===== config.mk =====
export PLATFORM = sky130hd
export DESIGN_NAME = dds_freq_sched
export DESIGN_NICKNAME = d
export VERILOG_FILES = /design/src/rtl/dds_freq_sched.sv
export SDC_FILE = /design/constraint.sdc
export NUM_CORES = 1
export LEC_CHECK = 0
export ABC_CLOCK_PERIOD_IN_PS = 6900
export CELL_PAD_IN_SITES_DETAIL_PLACEMENT = 0
export CELL_PAD_IN_SITES_GLOBAL_PLACEMENT = 2
export CORE_MARGIN = 2
export CORE_UTILIZATION = 34
export DETAILED_ROUTE_END_ITERATION = 7
export PLACE_DENSITY_LB_ADDON = 0.1
export SETUP_SLACK_MARGIN = 0.5
export SLEW_MARGIN = 10
export SYNTH_ARGS = -nofsm -noshare
export SYNTH_HDL_FRONTEND = slang
export SYNTH_SLANG_ARGS = --single-unit

===== constraint.sdc =====
create_clock -name clk -period 6.9 [get_ports clk]
set_input_delay 1.38 -clock clk [delete_from_list [all_inputs] [get_ports clk]]
set_output_delay 1.38 -clock clk [all_outputs]
set_load 0.1 [all_outputs]

===== src/rtl/dds_freq_sched.sv =====
// dds_freq_sched
//   Frequency-word scheduler for the DDS core. Owns the tuning word K (the
//   phase-accumulator increment) and publishes every new value over a
//   valid/ready handshake.
//   Manual mode: inc/dec pulses step K by a decade step chosen by step_idx.
//   Sweep mode:  K ramps from sweep_start to sweep_stop by sweep_step, each
//                point held for 'dwell' cycles after it has been accepted.
//
// Ports
//   clk, rst      system clock, synchronous active-high reset
//   inc_pulse     one-cycle increase request (manual mode only)
//   dec_pulse     one-cycle decrease request (manual mode only)
//   step_pulse    one-cycle request to advance step_idx (0..5, wraps)
//   sweep_en      level; rising edge starts a sweep, low aborts one
//   sweep_start   first K of the sweep
//   sweep_stop    last K of the sweep
//   sweep_step    K increment per sweep point (0 behaves as 1)
//   dwell         hold cycles per sweep point (0 behaves as 1)
//   k_ready       DDS core accepts k_out this cycle
//   k_out         current tuning word
//   k_valid       k_out is new and not yet accepted
//   step_idx      manual step index selecting 1,10,100,1e3,1e4,1e5
//   sweeping      high while a sweep is in progress
//   sweep_done    one-cycle pulse once sweep_stop has been accepted

module dds_freq_sched #(
  parameter int            KW      = 24,
  parameter logic [KW-1:0] MIN_K   = KW'(1),
  parameter logic [KW-1:0] MAX_K   = {KW{1'b1}},
  parameter int            DWELL_W = 16
) (
  input  logic               clk,
  input  logic               rst,
  input  logic               inc_pulse,
  input  logic               dec_pulse,
  input  logic               step_pulse,
  input  logic               sweep_en,
  input  logic [KW-1:0]      sweep_start,
  input  logic [KW-1:0]      sweep_stop,
  input  logic [KW-1:0]      sweep_step,
  input  logic [DWELL_W-1:0] dwell,
  input  logic               k_ready,
  output logic [KW-1:0]      k_out,
  output logic               k_valid,
  output logic [2:0]         step_idx,
  output logic               sweeping,
  output logic               sweep_done
);

  localparam int KW1 = KW + 1;

  typedef enum logic [1:0] {MANUAL, SW_PUB, SW_DWELL} state_t;

  state_t             state, state_nxt;
  logic [KW-1:0]      k_nxt, stop_q, stop_nxt, step_q, step_nxt;
  logic [KW-1:0]      start_c, stop_c;
  logic [DWELL_W-1:0] dwell_q, dwell_nxt, cnt_q, cnt_nxt;
  logic [2:0]         idx_nxt;
  logic               valid_nxt, done_nxt, up_q, up_nxt, arm_q, arm_nxt, en_q;
  logic               stall, transfer;
  logic [KW:0]        k_w, min_w, max_w, stop_w, sstep_w, man_step;
  logic [KW:0]        man_up, man_dn, sw_up, sw_dn;

  function automatic logic [KW:0] decade(input logic [2:0] idx);
    case (idx)
      3'd0:    decade = KW1'(1);
      3'd1:    decade = KW1'(10);
      3'd2:    decade = KW1'(100);
      3'd3:    decade = KW1'(1000);
      3'd4:    decade = KW1'(10000);
      default: decade = KW1'(100000);
    endcase
  endfunction

  // Comparisons are done one bit wider so a full-range MAX_K never turns
  // into a constant comparison.
  function automatic logic [KW-1:0] clamp_k(input logic [KW-1:0] v);
    logic [KW:0] w;
    w = {1'b0, v};
    if (w < {1'b0, MIN_K})      clamp_k = MIN_K;
    else if (w > {1'b0, MAX_K}) clamp_k = MAX_K;
    else                        clamp_k = v;
  endfunction

  assign stall    = k_valid & ~k_ready;
  assign transfer = k_valid & k_ready;
  assign sweeping = (state != MANUAL);

  assign start_c  = clamp_k(sweep_start);
  assign stop_c   = clamp_k(sweep_stop);

  // All K arithmetic is one bit wider than K so carries and borrows are
  // visible before saturating; nothing ever wraps.
  assign k_w      = {1'b0, k_out};
  assign min_w    = {1'b0, MIN_K};
  assign max_w    = {1'b0, MAX_K};
  assign stop_w   = {1'b0, stop_q};
  assign sstep_w  = {1'b0, step_q};
  assign man_step = decade(step_idx);
  assign man_up   = (k_w + man_step > max_w) ? max_w : k_w + man_step;
  assign man_dn   = (k_w < min_w + man_step) ? min_w : k_w - man_step;
  assign sw_up    = (k_w + sstep_w > stop_w) ? stop_w : k_w + sstep_w;
  assign sw_dn    = (k_w < stop_w + sstep_w) ? stop_w : k_w - sstep_w;

  // Next-state logic. k_valid defaults to "still pending unless accepted";
  // any new word overrides that. Nothing that changes k_out may fire while
  // a word is stalled, which is how stalled requests get dropped.
  always_comb begin
    state_nxt = state;
    k_nxt     = k_out;
    valid_nxt = k_valid & ~k_ready;
    idx_nxt   = step_idx;
    done_nxt  = 1'b0;
    arm_nxt   = arm_q;
    stop_nxt  = stop_q;
    step_nxt  = step_q;
    dwell_nxt = dwell_q;
    cnt_nxt   = cnt_q;
    up_nxt    = up_q;

    if (step_pulse)
      idx_nxt = (step_idx == 3'd5) ? 3'd0 : step_idx + 3'd1;

    // A rising edge of sweep_en arms a start that waits until no word is
    // stalled; dropping sweep_en disarms it.
    if (!sweep_en)  arm_nxt = 1'b0;
    else if (!en_q) arm_nxt = 1'b1;

    case (state)
      MANUAL: begin
        if (arm_q && sweep_en && !stall) begin
          state_nxt = SW_PUB;
          k_nxt     = start_c;
          valid_nxt = 1'b1;
          arm_nxt   = 1'b0;
          stop_nxt  = stop_c;
          step_nxt  = (sweep_step == '0) ? KW'(1) : sweep_step;
          dwell_nxt = (dwell == '0) ? DWELL_W'(1) : dwell;
          up_nxt    = (start_c <= stop_c);
        end else if (!stall && (inc_pulse ^ dec_pulse)) begin
          if (inc_pulse && k_w != max_w) begin
            k_nxt     = man_up[KW-1:0];
            valid_nxt = 1'b1;
          end else if (dec_pulse && k_w != min_w) begin
            k_nxt     = man_dn[KW-1:0];
            valid_nxt = 1'b1;
          end
        end
      end
      SW_PUB: begin
        if (!sweep_en) begin
          state_nxt = MANUAL;
        end else if (transfer) begin
          if (k_out == stop_q) begin
            done_nxt  = 1'b1;
            state_nxt = MANUAL;
          end else begin
            state_nxt = SW_DWELL;
            cnt_nxt   = dwell_q;
          end
        end
      end
      SW_DWELL: begin
        if (!sweep_en) begin
          state_nxt = MANUAL;
        end else if (cnt_q <= DWELL_W'(1)) begin
          k_nxt     = up_q ? sw_up[KW-1:0] : sw_dn[KW-1:0];
          valid_nxt = 1'b1;
          state_nxt = SW_PUB;
        end else begin
          cnt_nxt = cnt_q - DWELL_W'(1);
        end
      end
      default: state_nxt = MANUAL;
    endcase
  end

  // en_q follows sweep_en during reset so a level held through reset is
  // not mistaken for a fresh start request.
  always_ff @(posedge clk) begin
    if (rst) begin
      state      <= MANUAL;
      k_out      <= MIN_K;
      k_valid    <= 1'b1;
      step_idx   <= 3'd0;
      sweep_done <= 1'b0;
      arm_q      <= 1'b0;
      en_q       <= sweep_en;
      stop_q     <= MIN_K;
      step_q     <= KW'(1);
      dwell_q    <= DWELL_W'(1);
      cnt_q      <= '0;
      up_q       <= 1'b1;
    end else begin
      state      <= state_nxt;
      k_out      <= k_nxt;
      k_valid    <= valid_nxt;
      step_idx   <= idx_nxt;
      sweep_done <= done_nxt;
      arm_q      <= arm_nxt;
      en_q       <= sweep_en;
      stop_q     <= stop_nxt;
      step_q     <= step_nxt;
      dwell_q    <= dwell_nxt;
      cnt_q      <= cnt_nxt;
      up_q       <= up_nxt;
    end
  end

endmodule

==> results of run 1 <==
through the flow:
stage / utilization / setup WS (ns) / hold WS, ns / std cells
2_1_floorplan: - / 1.61 / 0.433 / 1865
3_5_place_dp: 0.384 / 1.20 / 0.447 / 2428
5_1_grt: 0.399 / 0.604 / 0.479 / 2460
4_1_cts: 0.399 / 1.16 / 0.456 / 2460
3_3_place_gp: 0.384 / 1.24 / 0.445 / 2428
6_report: 0.399 / 1.08 / 0.453 / 2461
cell usage after synthesis, types with 12 or more instances:
master | instances | share of area
a31oi_1 | 26 | 0.012
o21ai_0 | 77 | 0.028
o21ai_1 | 23 | 0.0085
inv_1 | 139 | 0.039
nand2_1 | 224 | 0.062
or3_1 | 12 | 0.0055
a21oi_1 | 195 | 0.072
nand3_1 | 32 | 0.012
o31ai_1 | 17 | 0.0094
o211ai_1 | 21 | 0.012
o221ai_1 | 18 | 0.012
o21bai_1 | 22 | 0.012
clkbuf_1 | 93 | 0.026
xor2_1 | 38 | 0.025
buf_2 | 16 | 0.0059
ha_1 | 187 | 0.17
o21a_1 | 25 | 0.014
nand4_1 | 27 | 0.012
nand2b_1 | 22 | 0.010
a211oi_1 | 18 | 0.010
xnor2_1 | 57 | 0.037
nor2b_1 | 15 | 0.0069
dfxtp_1 | 114 | 0.17
a221oi_1 | 21 | 0.014
nor4_1 | 34 | 0.016
a221o_1 | 15 | 0.011
nor2_1 | 118 | 0.033
nor3_1 | 37 | 0.014
a21o_1 | 35 | 0.019
cells by family after synthesis:
family	share of synthesized area
xor gates and xnor gates	0.0615
buffers and inverters	0.0758
DFF	0.169
AOI/OAI and AO/OA	0.304
and+or+nand+nor	0.204
adders and majority gates	0.180
muxes	0.00610
other	0.000277
flip-flops by register name (all words and copies together), names as in the netlist:
signal / flops
k_out: 24
step_q: 24
stop_q: 24
cnt_q: 16
dwell_q: 16
step_idx: 3
state: 2
arm_q: 1
en_q: 1
k_valid: 1
sweep_done: 1
up_q: 1
power by group through the flow:
stage | logic, mW | registers [mW] | clock network (mW)
floorplan | 1.22 | 0.914 | 0
global placement | 1.98 | 0.776 | 0
detailed placement | 1.97 | 0.776 | 0
CTS | 1.98 | 0.762 | 0.907
global route | 2.16 | 0.769 | 0.935
finish | 1.99 | 0.763 | 0.889
routing by layer:
layer,wire length (um),up-vias,GRT usage
met5,0,-,0
met4,2170,0,0.123
met3,3130,81,0.0425
met2,26700,430,0.460
met1,24900,6695,0.345
li1,-,6905,-
worst min-delay path by stage:
stage,start,depth (start not counted),slack (ns),to
finish,dwell_q[15],2,0.45,dwell_q[15]
global placement,dwell_q[15],2,0.44,dwell_q[15]
global route,dwell_q[3],2,0.48,dwell_q[3]
detailed placement,dwell_q[12],2,0.45,dwell_q[12]
floorplan,dwell_q[10],2,0.43,dwell_q[10]
CTS,dwell_q[6],2,0.46,dwell_q[6]
layout by cell type (no fill, tap or decap), types with 37 or more instances in the layout:
cell             Yosys  routed
nand2_1            224     224
nor2_1             118     116
ha_1               187     187
nor3_1              37      37
o21ai_0             77      77
clkdlybuf4s50_1      0     123
a21oi_1            195     195
xor2_1              38      38
xnor2_1             57      57
dfxtp_1            114     114
inv_1              139     139
tightest hold or removal path, stage by stage, from the launching register on:
cell	delay (ns)
dfxtp_1	0.31
nand2_1	0.05
a21oi_1	0.05
final cells by class:
| cell class | instances | share of cell area |
|---|---|---|
| Tap cell | 525 | 0.0417 |
| Clock buffer | 18 | 0.0279 |
| Timing Repair Buffer | 156 | 0.0938 |
| Multi-Input combinational cell | 1490 | 0.650 |
| Sequential cell | 114 | 0.145 |
| Clock inverter | 14 | 0.00817 |
| Antenna cell | 1 | 0.000159 |
| Inverter | 143 | 0.0340 |
==> flow_summary.json, run 1 <==
{
  "place_congestion": 0.943,
  "setup_viol_count_final": 0,
  "dpl-instance-area_mm2": 0.0152,
  "vias": 14100,
  "finalCritPeriodShare": 0.843,
  "async_flop_share": 0,
  "hpwlAfterDp_um": 46000,
  "cp_top_family": "compound AO/OA/AOI/OAI gates",
  "post_cts_resized": 0,
  "comb_power_share": 0.547,
  "clk_latency_ns": 0.46,
  "relSlewSlack": 0.175,
  "p_seq_frac": 0.209,
  "drv_cap": 0,
  "outcome": "completed",
  "nNetsFinal": 2209,
  "p_leak_nw": 6.46,
  "crit_arrival_ns": 6.19,
  "hold_viol": 0,
  "die_h_um": 204,
  "drtIter0Drc": 1135,
  "cts_setup_buffers": 0,
  "routed_wl_um": 56900,
  "p_int_mw": 1.92,
  "drive_gt1_frac": 0.0517,
  "fin_area_mm2": 0.0158,
  "cts_root_buf": "clkbuf_16",
  "grt_max_degree": 72,
  "rsz0062_at_grt": "false",
  "die-width_um": 204,
  "grt_pass1_vias": 13900,
  "cts_tree": "built",
  "synth_area_per_cell_um2": 7.26,
  "num_io_pins": 125,
  "power.density_mw_per_mm2": 231,
  "io_buffer_count": 124,
  "ctsLongestPathBuffers": 2,
  "ant_nets": 0,
  "maxSlewViolCount": 0,
  "r2r-end": "k_out[9]",
  "yosys_warnings": 0,
  "grt_overflow": 0,
  "cp_num_cells": 21,
  "finClkSkew_ns": 0.0149,
  "register_area_mm2": 0.00228,
  "synth_ff_type": "dfxtp_1",
  "clk_pin_slew_ns": 0.06,
  "cp-start-kind": "flip-flop",
  "clkPwrFrac": 0.244,
  "power_mw": 3.65,
  "grt.total_usage": 0.274,
  "tightest_slew_ns": 1.21,
  "synth-seq-cells": 114,
  "cp_num_buf_inv": 0,
  "reg2reg_slack_ns": 1.08,
  "start_util": 0.342,
  "reg2reg_depth": 21,
  "cp_slowest_cell": "nand3_1",
  "antenna_found_initial": 2,
  "worstPathCellList": "ha_1 -> fa_1 -> a211oi_1 -> o21ai_1 -> nor3b_2 -> o21ai_1 -> o21ai_0 -> a21o_1 -> a21oi_1 -> o21ai_0 -> a21oi_1 -> xor2_1 -> ha_1 -> nand4_1 -> or4_1 -> o211ai_1 -> nand3_1 -> nor2_1 -> a221oi_1 -> o221a_1 -> nor3_1",
  "synth-edff-count": 0,
  "syn_nets": 2152,
  "crit_end": "k_out[9]",
  "htreeDepth": 4,
  "startpoint": "stop_q[0]",
  "clock_sinks": 114,
  "drc": 0,
  "hold_path_class": "flip-flop to flip-flop",
  "worstSetupEndpointType": "flip-flop",
  "synth_area_mm2": 0.0135,
  "cts_buffers": 17,
  "rows": 73,
  "routedWlPerCell_um": 23.1,
  "fin_tns_setup_ns": 0,
  "fmaxAchievable_ghz": 0.172,
  "ctsHoldBuffers": 0,
  "coreArea_mm2": 0.0395,
  "power.switching_mw": 1.72,
  "via_per_inst": 5.73,
  "ys_seq_area_frac": 0.169,
  "critPathKind": "flip-flop to flip-flop",
  "area_delta_synth_final_pct": 16.5,
  "min_period_ns": 5.82,
  "p_sw_frac": 0.472,
  "peakVddDrop_mv": 0.198,
  "syn_inst": 1865,
  "multi_input_area_mm2": 0.0102,
  "drt_pass1_iterations": 6,
  "cp_max_fo": 12,
  "die_area_mm2": 0.0414,
  "r2r_start": "stop_q[0]",
  "critPathMaxStageDelay_ns": 0.58,
  "grt_pass1_wl_um": 84100,
  "worst_ep_required_time_ns": 7.28,
  "synthDistinctLibCells": 91,
  "fillers": 4174
}
No activity file was read; power rests on OpenSTA's default activity.
==> run 2, diff against run 1 <==
- ABC_CLOCK_PERIOD_IN_PS: 6900 -> 5900
- clock period: 6.9 -> 5.9 ns (I/O delays scaled with it)
==> flow_summary.json, run 2 (same netlist as run 1, synthesis figures left out) <==
{
  "fin_tns_setup_ns": 0,
  "clock_sinks": 114,
  "setup_viol_count_final": 0,
  "fin_area_mm2": 0.0162,
  "grt_pass1_vias": 14000,
  "met2_usage": 0.477,
  "worstSetupEndpointType": "flip-flop",
  "peakVddDrop_mv": 0.213,
  "num_io_pins": 125,
  "antenna_found_initial": 1,
  "rsz0062_at_grt": "true",
  "finalCritPeriodShare": 0.876,
  "grt.total_usage": 0.278,
  "start_util": 0.342,
  "outcome": "completed",
  "cp_top_family": "compound AO/OA/AOI/OAI gates",
  "drt_pass1_iterations": 6,
  "cp_slowest_cell": "ha_1",
  "ctsLongestPathBuffers": 2,
  "antenna_cells": 0,
  "drc": 0,
  "hold_viol": 0,
  "tightest_slew_ns": 1.05,
  "hold_path_class": "flip-flop to flip-flop",
  "die_area_mm2": 0.0414,
  "drive_gt1_frac": 0.0784,
  "grt_most_used_layer": "met2",
  "cts_buffers": 17,
  "cp_num_buf_inv": 3,
  "fmaxAchievable_ghz": 0.193,
  "reg2reg_slack_ns": 0.73,
  "area_delta_synth_final_pct": 19.6,
  "cp-start-kind": "flip-flop",
  "grt_max_degree": 78,
  "via_per_inst": 5.69,
  "fin_util": 0.410,
  "routedWlPerCell_um": 23.3,
  "vias": 14200,
  "p_leak_nw": 6.70,
  "placed_cells": 2469,
  "drtIter0Drc": 884,
  "relSlewSlack": 0.299,
  "power.density_mw_per_mm2": 274,
  "final_common_cell": "nand2_1",
  "place_congestion": 0.913,
  "use_met3": 0.0390,
  "crit_arrival_ns": 5.51,
  "grt_pass1_wl_um": 85900,
  "htreeDepth": 4,
  "finClkSkew_ns": 0.0114,
  "dpl-instance-area_mm2": 0.0155,
  "layout_common_cells": "224 x nand2_1, 194 x a21oi_1, 184 x ha_1",
  "worst_ep_required_time_ns": 6.24,
  "die_h_um": 204,
  "worstPathCellList": "inv_1 -> ha_1 -> inv_2 -> a221o_1 -> and3_1 -> a221oi_2 -> nor2_1 -> a21o_1 -> a21oi_1 -> xnor2_1 -> ha_1 -> nand4_1 -> nor4_2 -> o21ai_1 -> a21oi_1 -> a2bb2oi_2 -> a211oi_4 -> buf_4 -> a221o_1 -> a22oi_1 -> nor2_1 -> o21a_1",
  "critPathKind": "flip-flop to flip-flop",
  "ant_nets": 0,
  "routed_wl_um": 58200,
  "grt_util_met1": 0.353,
  "critPathMaxStageDelay_ns": 0.44,
  "grt_overflow": 0,
  "drv_cap": 0,
  "min_period_ns": 5.17,
  "io_buffer_count": 124,
  "die-width_um": 204,
  "cts_tree": "built",
  "hpwlAfterDp_um": 47400,
  "cts_root_buf": "clkbuf_16",
  "clk_pin_slew_ns": 0.07,
  "reg_top3": "k_out: 24 flops, step_q: 24 flops, stop_q: 24 flops",
  "cp_max_fo": 15,
  "coreArea_mm2": 0.0395,
  "rows": 73,
  "nNetsFinal": 2251,
  "power_mw": 4.44,
  "maxSlewViolCount": 0,
  "clk_latency_ns": 0.45,
  "final_cells": 2502
}
## run 2: worst paths after layout
path / startpoint / to / cells past startpoint
max: step_q[6] / k_out[2] / 22
min: dwell_q[10] / dwell_q[10] / 2
max reg2reg: step_q[6] / k_out[2] / 22
min reg2reg: dwell_q[10] / dwell_q[10] / 2
## run 2: repair_timing
| action | CTS | global route |
|---|---|---|
| pin swaps | 1 | 2 |
| setup endpoints to repair | 17 | 24 |
| hold buffers | 0 | 0 |
| resized for setup | 2 | 16 |
| setup buffers | 1 | 0 |
| endpoints found under the hold margin | 0 | 0 |
## run 2: power by group
group | total, mW | leakage, nW | internal (mW) | switching, mW
Clock | 1.14 | 0.287 | 0.682 | 0.455
Combinational | 2.44 | 5.48 | 0.911 | 1.53
Sequential | 0.859 | 0.926 | 0.806 | 0.0533
Total | 4.44 | 6.70 | 2.40 | 2.04
## run 2: metrics by stage
stage               setup WS [ns]  hold WS [ns]
finish                      0.730         0.452
global route                0.482         0.471
CTS                         0.510         0.456
detailed placement          0.307         0.447
global placement            0.374         0.444
floorplan                   0.614         0.433
## run 2: area by class of cell
| class | count | area, um2 |
|---|---|---|
| Inverter | 143 | 537 |
| Sequential cell | 114 | 2280 |
| Tap cell | 525 | 657 |
| Multi-Input combinational cell | 1490 | 10300 |
| Clock buffer | 19 | 443 |
| Timing Repair Buffer | 198 | 1790 |
| Fill cell | 4220 | 23400 |
| Clock inverter | 13 | 173 |
## run 2: worst reg2reg max path: cells and delay by family, from the launching register on
kind            cells  cell delay (ns)
simple gates        5             0.94
buf+inv             3             0.41
flops               1             0.39
fa+ha+maj           2             0.74
compound gates     11             2.42
xor+xnor            1             0.15
## run 2: per-layer routing
layer	wire [um]	part of all wire	vias up
li1	-	-	6987
met4	1880	0.032	0
met5	0	0	-
met1	26000	0.45	6846
met2	27500	0.47	333
met3	2800	0.048	68
==> run 3, diff against run 2 <==
- ABC_CLOCK_PERIOD_IN_PS: 5900 -> default
==> results of run 3 <==
No change in the layout: final DEF, timing and power equal those of run 2.
